===== config.mk =====
export PLATFORM = sky130hd
export DESIGN_NAME = wb_regfile_flat
export DESIGN_NICKNAME = d
export VERILOG_FILES = /design/src/rtl/wb_regfile_pkg.sv /design/src/rtl/wb_regfile_if.sv /design/src/rtl/wb_regfile_regfile_core.sv /design/src/rtl/wb_regfile.sv /design/src/flat_wrapper.sv
export SDC_FILE = /design/constraint.sdc
export NUM_CORES = 2
export LEC_CHECK = 0
export CORE_UTILIZATION = 30
export DETAILED_ROUTE_END_ITERATION = 12
export PLACE_DENSITY = 0.46
export SLEW_MARGIN = 20
export SYNTH_ARGS = -nofsm -noshare
export SYNTH_HDL_FRONTEND = slang
export SYNTH_HIERARCHICAL = 1
export SYNTH_SLANG_ARGS = --single-unit

===== constraint.sdc =====
create_clock -name clk -period 8 [get_ports clk]
set_clock_uncertainty 0.05 [all_clocks]
set_input_delay 1.6 -clock clk [delete_from_list [all_inputs] [get_ports clk]]
set_output_delay 1.6 -clock clk [all_outputs]
set_load 0.01 [all_outputs]

===== src/rtl/wb_regfile_pkg.sv =====
// Shared integer-pipeline types and constants for the write-back / register-file slice.
package rv_pkg;

    localparam int XLEN = 64;
    localparam int NREG = 32;
    localparam int AW   = 5;

    typedef logic [AW-1:0]   reg_addr_t;
    typedef logic [XLEN-1:0] xword_t;

    localparam reg_addr_t REG_ZERO = '0;

    // Read-port priority: reset, then x0, then the same-cycle write-through, then the array.
    function automatic xword_t bypass_read(
        input logic      reset,
        input reg_addr_t addr,
        input logic      wb_we,
        input reg_addr_t wb_rd,
        input xword_t    wb_data,
        input xword_t    raw
    );
        xword_t value;
        value = raw;
        if (reset) begin
            value = '0;
        end else if (addr == REG_ZERO) begin
            value = '0;
        end else if (wb_we && (addr == wb_rd)) begin
            value = wb_data;
        end
        return value;
    endfunction

endpackage


===== src/rtl/wb_regfile_if.sv =====
// MEM/WB, ID-stage read and forwarding signals bundled for the write-back / register-file block.
interface wb_regfile_if;
    import rv_pkg::*;

    // MEM/WB pipeline register outputs
    logic      memtoreg;
    logic      regwrite;
    reg_addr_t rd;
    xword_t    readdata;
    xword_t    result_alu;

    // ID-stage read ports
    reg_addr_t rs1_addr;
    reg_addr_t rs2_addr;
    xword_t    rs1_data;
    xword_t    rs2_data;

    // Forwarding-unit export and retirement counter
    xword_t    wb_data;
    reg_addr_t wb_rd;
    logic      wb_we;
    xword_t    wb_count;

    modport master (
        output memtoreg, regwrite, rd, readdata, result_alu, rs1_addr, rs2_addr,
        input  rs1_data, rs2_data, wb_data, wb_rd, wb_we, wb_count
    );

    modport slave (
        input  memtoreg, regwrite, rd, readdata, result_alu, rs1_addr, rs2_addr,
        output rs1_data, rs2_data, wb_data, wb_rd, wb_we, wb_count
    );

endinterface


===== src/rtl/wb_regfile_regfile_core.sv =====
// Flop-based 32 x XLEN integer register array: one write port, two raw read ports.
module regfile_core
    import rv_pkg::*;
(
    input  logic      clk,
    input  logic      reset,
    input  logic      i_we,
    input  reg_addr_t i_waddr,
    input  xword_t    i_wdata,
    input  reg_addr_t i_raddr1,
    input  reg_addr_t i_raddr2,
    output xword_t    o_rdata1,
    output xword_t    o_rdata2
);

    xword_t r_regs [NREG];

    // NOTE: the array is a plain flop bank, so clearing every entry on reset is intended;
    // a RAM macro could not be reset this way.
    always_ff @(posedge clk) begin
        if (reset) begin
            for (int i = 0; i < NREG; i++) begin
                r_regs[i] <= '0;
            end
        end else if (i_we && (i_waddr != REG_ZERO)) begin
            r_regs[i_waddr] <= i_wdata;
        end
    end

    // Entry 0 is never written, so it stays zero after the first reset.
    assign o_rdata1 = r_regs[i_raddr1];
    assign o_rdata2 = r_regs[i_raddr2];

endmodule


===== src/rtl/wb_regfile.sv =====
// Write-back stage merged with the integer register file, with write-through read bypass
// and a counter of retired register writes.
module wb_regfile
    import rv_pkg::*;
(
    input  logic         clk,
    input  logic         reset,
    wb_regfile_if.slave  bus
);

    xword_t w_wb_data;
    logic   w_wb_we;
    xword_t w_raw1;
    xword_t w_raw2;
    xword_t w_rs1_data;
    xword_t w_rs2_data;
    xword_t r_wb_count;

    // NOTE: every signal driven from always_comb gets a default first so no path leaves it
    // unassigned, which would otherwise infer a latch.
    always_comb begin
        w_wb_data = bus.result_alu;
        if (bus.memtoreg) begin
            w_wb_data = bus.readdata;
        end
    end

    // Writes to x0 and writes coinciding with reset are dropped here, before the array and counter.
    assign w_wb_we = bus.regwrite && (bus.rd != REG_ZERO) && !reset;

    regfile_core u_core (
        .clk      (clk),
        .reset    (reset),
        .i_we     (w_wb_we),
        .i_waddr  (bus.rd),
        .i_wdata  (w_wb_data),
        .i_raddr1 (bus.rs1_addr),
        .i_raddr2 (bus.rs2_addr),
        .o_rdata1 (w_raw1),
        .o_rdata2 (w_raw2)
    );

    always_comb begin
        w_rs1_data = bypass_read(reset, bus.rs1_addr, w_wb_we, bus.rd, w_wb_data, w_raw1);
        w_rs2_data = bypass_read(reset, bus.rs2_addr, w_wb_we, bus.rd, w_wb_data, w_raw2);
    end

    // NOTE: clocked state uses non-blocking assignments so every flop samples pre-edge values.
    always_ff @(posedge clk) begin
        if (reset) begin
            r_wb_count <= '0;
        end else if (w_wb_we) begin
            r_wb_count <= r_wb_count + xword_t'(1);
        end
    end

    assign bus.wb_data  = w_wb_data;
    assign bus.wb_rd    = bus.rd;
    assign bus.wb_we    = w_wb_we;
    assign bus.wb_count = r_wb_count;
    assign bus.rs1_data = w_rs1_data;
    assign bus.rs2_data = w_rs2_data;

endmodule


===== src/flat_wrapper.sv =====
// flat-port wrapper written by rule: the top's interface ports become plain ports
module wb_regfile_flat import rv_pkg::*;
  (clk, reset, bus_memtoreg, bus_regwrite, bus_rd, bus_readdata, bus_result_alu, bus_rs1_addr, bus_rs2_addr, bus_rs1_data, bus_rs2_data, bus_wb_data, bus_wb_rd, bus_wb_we, bus_wb_count);
  wb_regfile_if bus_i ();
  input  logic clk;
  input  logic reset;
  input wire logic [$bits(bus_i.memtoreg)-1:0] bus_memtoreg;
  input wire logic [$bits(bus_i.regwrite)-1:0] bus_regwrite;
  input wire logic [$bits(bus_i.rd)-1:0] bus_rd;
  input wire logic [$bits(bus_i.readdata)-1:0] bus_readdata;
  input wire logic [$bits(bus_i.result_alu)-1:0] bus_result_alu;
  input wire logic [$bits(bus_i.rs1_addr)-1:0] bus_rs1_addr;
  input wire logic [$bits(bus_i.rs2_addr)-1:0] bus_rs2_addr;
  output wire logic [$bits(bus_i.rs1_data)-1:0] bus_rs1_data;
  output wire logic [$bits(bus_i.rs2_data)-1:0] bus_rs2_data;
  output wire logic [$bits(bus_i.wb_data)-1:0] bus_wb_data;
  output wire logic [$bits(bus_i.wb_rd)-1:0] bus_wb_rd;
  output wire logic [$bits(bus_i.wb_we)-1:0] bus_wb_we;
  output wire logic [$bits(bus_i.wb_count)-1:0] bus_wb_count;
  assign bus_i.memtoreg = bus_memtoreg;
  assign bus_i.regwrite = bus_regwrite;
  assign bus_i.rd = bus_rd;
  assign bus_i.readdata = bus_readdata;
  assign bus_i.result_alu = bus_result_alu;
  assign bus_i.rs1_addr = bus_rs1_addr;
  assign bus_i.rs2_addr = bus_rs2_addr;
  assign bus_rs1_data = bus_i.rs1_data;
  assign bus_rs2_data = bus_i.rs2_data;
  assign bus_wb_data = bus_i.wb_data;
  assign bus_wb_rd = bus_i.wb_rd;
  assign bus_wb_we = bus_i.wb_we;
  assign bus_wb_count = bus_i.wb_count;
  wb_regfile u_core (.clk(clk), .reset(reset), .bus(bus_i));
endmodule

# == Yosys cells after proc, flatten, opt, wreduce, memory -nomap -nowiden ==
# Memories as Yosys holds them, arrays and structs flattened.
# Cells that the tools add are included.
# totals
reg_bits,64
wordCells,30
memories,1
ramBits,2048
# mem_list
memory,words,word_bits,rd,rd_clocked_by_memory_dff,wr,line_no,rtl
u_core.u_core.r_regs,32,64,2,0,32,wb_regfile_regfile_core.sv:16,xword_t r_regs [NREG];
# classes
n_eq_ne,2
reduce_logical,10
n_addsub,1
n_mux,15
# ops
cell,count
$mux 64,8
$add 64x1->64 const B,1
$reduce_or 64->1,1
$eq 5x5->1,2
$logic_not 5->1,2
$mux 1,6
$logic_and 1x1->1,5
$mux 5,1
$reduce_bool 5->1,1
$logic_not 1->1,1

# == Logic depth before layout (Yosys ltp) ==
# logic_depth
depth_word,9
mapped_depth,10

# == By module ==
# Netlist, hierarchy kept.
# modules_own_cells
module,seq_area_each_um2,area_per_inst_um2,cells_each,instances
regfile_core,61499.0,106701.1,7001,1
wb_regfile,1281.2,5923.2,847,1

# == Least setup slack after synthesis ==
# Ideal clock, no wire load.
# synth_path
kind,input-to-output
startpoint,in bus_rd[0]
endpoint,out bus_rs1_data[13]
required_ps,6350
setup_slack_ps,2932
arrival_ps,3418
path_stages,8
path_cell_list,buf_2 -> inv_1 -> a21oi_1 -> and4_1 -> buf_2 -> buf_2 -> nor2_1 -> a211oi_1
# synth_between
elab_chain_cells,7
elab_cells_between_ends,8
cone_classes,eq/ne: 1; mux: 3; reduce/logical: 4
# synth_lines
item,line_no,rtl
from (decl),flat_wrapper.sv:9,input wire logic [$bits(bus_i.rd)-1:0] bus_rd;
$reduce_bool 5->1,wb_regfile.sv:29,assign w_wb_we = bus.regwrite && (bus.rd != REG_ZERO) && !reset;
$logic_and 1x1->1 (2 in a row),wb_regfile.sv:29,
named net bus_wb_we,flat_wrapper.sv:18,output wire logic [$bits(bus_i.wb_we)-1:0] bus_wb_we;
$logic_and 1x1->1,wb_regfile_pkg.sv:28,end else if (wb_we && (addr == wb_rd)) begin
$mux 64,wb_regfile_pkg.sv:28,
$mux 64,wb_regfile_pkg.sv:26,end else if (addr == REG_ZERO) begin
$mux 64,wb_regfile_pkg.sv:24,if (reset) begin
to (decl),flat_wrapper.sv:14,output wire logic [$bits(bus_i.rs1_data)-1:0] bus_rs1_data;
# The timed path passes the listed nets, and every way through them passes these cells.

# == Worst setup path in the final report ==
# layout_path
startpoint,in bus_rs1_addr[2]
endpoint,out bus_rs1_data[11]
# layout_between
elab_cells_between_ends,7
cone_classes,eq/ne: 1; mux: 3; reduce/logical: 2; memory: 1
# layout_rtl
item,line_no,rtl
from (decl),flat_wrapper.sv:12,input wire logic [$bits(bus_i.rs1_addr)-1:0] bus_rs1_addr;
$mem_v2 32x64,-,
named net u_core.w_raw1[11],wb_regfile.sv:13,xword_t w_raw1;
$mux 64,wb_regfile_pkg.sv:28,
$mux 64,wb_regfile_pkg.sv:26,
$mux 64,wb_regfile_pkg.sv:24,
# The timed path passes the listed nets, and every way through them passes these cells.

==> summary.txt <==
Run status
  – Outcome: complete, no violations

Route
  – Via count of the routed design: just under 80,000
  – Remaining antenna violation count after routing: 0
  – Routed Wire Length: roughly 530,000 um
  – Via density: a little under 6
  – First-pass iteration count of the detailed router: 6
  – First DRT Iteration DRCs: ~12,000
  – Drt wl/cell: ~39 um
  – DRC: 0

Power and ir drop
  – Share of power burned in the clock network: roughly two fifths
  – Power density over the cells: 213.0 nW/um^2
  – Static leakage: about 44 nW
  – Share of total power in sequential cells: a little under half
  – Total power after layout: between 20 and 30 mW
  – Internal power: 20.49 mW
  – Total net switching power: 7.537 mW
  – Part of the power in combinational logic: 13.6%
  – Switch share: a little over a quarter
  – Worst-case vdd ir drop: 0.1977 mV

STA
  – Relative slew margins: ~17%
  – Total setup violations reported at the end of the flow: 0
  – Setup repair after global routing missed its margin: false
  – Final hold viol count: 0
  – Max-slew violation count: 0
  – Least-Margin Pin Slew: 1232 ps
  – Post-layout minimum cycle time: between 7000 and 8000 ps
  – Crit share post-route: between 90% and 100%
  – Max Clock Freq: between 100 and 150 MHz

Job
  – Max cap viols: 0

Placement
  – Count of input and output buffers: slightly above 400
  – Estimated wirelength of the detail-placed design: between 300,000 and 400,000 um
  – Cell area after placement: 123,800 um^2
  – Last weighted congestion value of the routability-driven placer: about 0.87

Setup path
  – R2R Path End: u_core/bus.wb_count[54]
  – Required arrival time at the worst endpoint: 6350 ps
  – Critical path data arrival time: around 6000 ps
  – Minimum setup slack among reg-to-reg paths: just under 5000 ps
  – Reg2reg path depth: 6
  – FF-to-FF Start: u_core/bus.wb_count[0]
  – Highest net fanout along the worst path: 21
  – CP endpoint kind: output port
  – Launching element type of the critical path: input pin
  – Setup CP Type: in2out

Floorplan
  – Die Wd: between 600 and 700 um
  – I/O pins: around 400
  – Area enclosed by the die boundary: between 300,000 and 400,000 um^2
  – Number of core rows: approximately 220
  – Starting Density: just over 30%
  – Total core area: approximately 370,000 um^2
  – Die H: between 600 and 700 um

Global routing
  – Fraction of met3 tracks used by global routing: under 10%
  – Global-route wire length before repair: approximately 700,000 um
  – Remaining Overflow, GRT: 0
  – Peak-usage layer in the global routing report: met2
  – Pin count of the biggest net entering global routing: about 90
  – Routing usage on met2: ~43%
  – GR Layer Usage met1: 35.01%
  – Global-route usage over all layers: 26.99%
  – Via count of the first global-routing pass: 77,279
  – Number of antenna violations at the first check in global routing: 72

Synthesis
  – Main combinational cell family by area after synthesis: multiplexers
  – Synthesis-stage register bit count: about 2,100
  – Post-synthesis mux area share: 20.82%
  – Seq/Total Area, Yosys: 55.74%
  – Area share of the leading cell type in the synthesized netlist: a little over half
  – Synth Area in XOR/XNOR: less than 1%
  – Synthesized-area fraction occupied by and/or/nand/nor cells: 14.38%
  – Post-synthesis instance total: roughly 7,800
  – Number of synthesized flops with an enable pin: 2,048
  – Biggest area contributors in the synthesized netlist: sky130_fd_sc_hd__edfxtp_1 (55%), sky130_fd_sc_hd__mux4_2 (17%), sky130_fd_sc_hd__and2_1 (11%)
  – Number of warning messages in the yosys log: 6
  – Share of the synthesized area in compound gates (AO/OA/AOI/OAI): about 5%
  – Cell accounting for the most synthesized area: sky130_fd_sc_hd__edfxtp_1
  – Post-Syn Area: around 110,000 um^2
  – Adder and majority gate portion of the synthesized area: 0.01111%
  – Mean Syn Cell Area: ~14 um^2
  – Most used flip-flop cell after synthesis: sky130_fd_sc_hd__edfxtp_1
  – Number of distinct standard cells referenced by the synthesized netlist: 61
  – Async set-reset flop share out of synthesis: 0%

Min path
  – Hold-critical path endpoint: u_core/bus.wb_count[63]
  – Hold path start: u_core/bus.wb_count[63]
  – Kind of path behind the tightest hold check: reg2reg
  – Hold Crit Depth: 2

Layout
  – Layout Nets: around 8,300
  – Post-layout util: between 30% and 40%
  – Post-route standard cell area excluding fillers: 131,600 um^2
  – Share of cells above drive strength 1: between 20% and 30%
  – Area overhead of the layout relative to synthesis: 16.83%

Clock tree
  – Clock transition at the register clock pins on the worst setup and hold paths after CTS: ~60 ps
  – Number of clock buffers inserted by TritonCTS: approximately 240
  – Maximum clock path buffer count: 4
  – Setup bufs post-CTS: 0
  – Clock insertion delay at the later pin of the skew report: 910 ps
  – Post-cts sizing count: 0
  – H-tree depth: 4
  – TritonCTS clock tree: built
  – # hold bufs at CTS: 0
  – Clock root cell: sky130_fd_sc_hd__clkbuf_16
  – CTS sink cnt: about 2,100
## final cells by class
cell class | count | area (um^2)
fillers | 35374 | 241500
flip-flops and latches | 2112 | 62780
multi-input cells | 4890 | 46490
repair buffers | 809 | 8075
clock buffers | 302 | 6345
well taps | 4972 | 6221
clock inverters | 138 | 1340
inverters | 72 | 270.3
diodes | 21 | 52.55
## critical path: stages
cell and delay, ps:
sky130_fd_sc_hd__buf_2 230, sky130_fd_sc_hd__clkinv_1 690, sky130_fd_sc_hd__nand2_4 920, sky130_fd_sc_hd__buf_4 340, sky130_fd_sc_hd__o22ai_1 150, sky130_fd_sc_hd__nor4_1 880, sky130_fd_sc_hd__nor2_1 140, sky130_fd_sc_hd__a211oi_1 300
sky130_fd_sc_hd__clkdlybuf4s50_1 590
## cells by family (layout without fill, tap and decap cells)
group | Yosys count | in the layout
AO/OA/AOI/OAI | 832 | 832
other | 1 | 85
AND/OR/NAND/NOR | 2702 | 2702
XOR/XNOR | 39 | 39
adder cells (fa/ha/maj) | 1 | 1
buffers and inverters | 909 | 1321
multiplexers | 1252 | 1252
flip-flops | 2112 | 2112
## state kept, by name, indices dropped and copies added, names as in the netlist
| name | cells |
|---|---|
| u_core/bus.wb_count | 64 |
| u_core/u_core/r_regs | 2048 |
## Yosys cell counts (all sizes together), types with 2 or more instances
master / n
edfxtp: 2048
and2: 1992
mux4: 869
clkbuf: 533
mux2i: 350
o22ai: 326
buf: 304
nor2: 235
a22oi: 196
a211oi: 165
nor4: 113
a21oi: 76
inv: 71
nand3: 71
dfxtp: 64
nand4: 56
nand2: 55
nor2b: 48
or2: 39
mux2: 33
o21ai: 26
or3: 25
xnor2: 20
xor2: 19
nor3: 18
nand2b: 14
a2111oi: 13
or4: 13
o31ai: 11
and3: 8
nand3b: 7
a221oi: 5
and4: 5
a31oi: 2
o21bai: 2
## layout by cell type, fill, tap and decap left out, types with 37 or more instances in the layout
cell,instances
sky130_fd_sc_hd__a21oi_1,76
sky130_fd_sc_hd__clkbuf_1,57
sky130_fd_sc_hd__nor2_1,192
sky130_fd_sc_hd__nor2b_1,40
sky130_fd_sc_hd__mux2i_1,350
sky130_fd_sc_hd__nor4_1,97
sky130_fd_sc_hd__buf_12,74
sky130_fd_sc_hd__nand2_1,46
sky130_fd_sc_hd__nor2_4,37
sky130_fd_sc_hd__a22oi_1,196
sky130_fd_sc_hd__and2_1,1991
sky130_fd_sc_hd__mux4_2,869
sky130_fd_sc_hd__dfxtp_1,64
sky130_fd_sc_hd__clkdlybuf4s50_1,397
sky130_fd_sc_hd__a211oi_1,165
sky130_fd_sc_hd__inv_1,69
sky130_fd_sc_hd__buf_4,324
sky130_fd_sc_hd__clkbuf_16,245
sky130_fd_sc_hd__conb_1,64
sky130_fd_sc_hd__clkinv_1,75
sky130_fd_sc_hd__nand4_1,53
sky130_fd_sc_hd__edfxtp_1,2048
sky130_fd_sc_hd__nand3_1,68
sky130_fd_sc_hd__o22ai_1,326
## how the worst max path moves through the flow
stage	to	slack, ps	start
finish	bus_rs1_data[11]	480	bus_rs1_addr[2]
global route	bus_rs1_data[42]	410	bus_rs1_addr[1]
CTS	bus_rs1_data[34]	550	bus_rs1_addr[4]
detailed placement	bus_rs1_data[34]	560	bus_rs1_addr[4]
global placement	bus_rs1_data[23]	-380	bus_rs1_addr[4]
floorplan	bus_rs1_data[13]	2930	bus_rd[0]
## metrics by stage
step | hold slack (ps) | std cells | TNS (ps) | setup WS (ps)
finish | 437.4 | 13316 | 0 | 475.5
floorplan | 445.9 | 7911 | 0 | 2932
detailed placement | 430.1 | 12855 | 0 | 555.1
global placement | 411.3 | 12849 | -382.3 | -382.3
CTS | 438.7 | 13295 | 0 | 553.3
global route | 468.7 | 13297 | 0 | 408.9
## power groups by stage
stage	Clock [mW]	Sequential (mW)	Combinational, mW
global placement	0	13.2	3.78
CTS	11.4	13.0	3.80
finish	11.2	13.0	3.82
detailed placement	0	13.2	3.79
global route	11.7	13.1	3.92
floorplan	0	13.1	2.00
## metal layers
metal	routed length (um)	vias to the layer above
li1	-	30742
met2	243400	5013
met3	50520	1056
met1	204700	42113
met4	26900	20
met5	138	-
(Power assumes the default switching activity.)
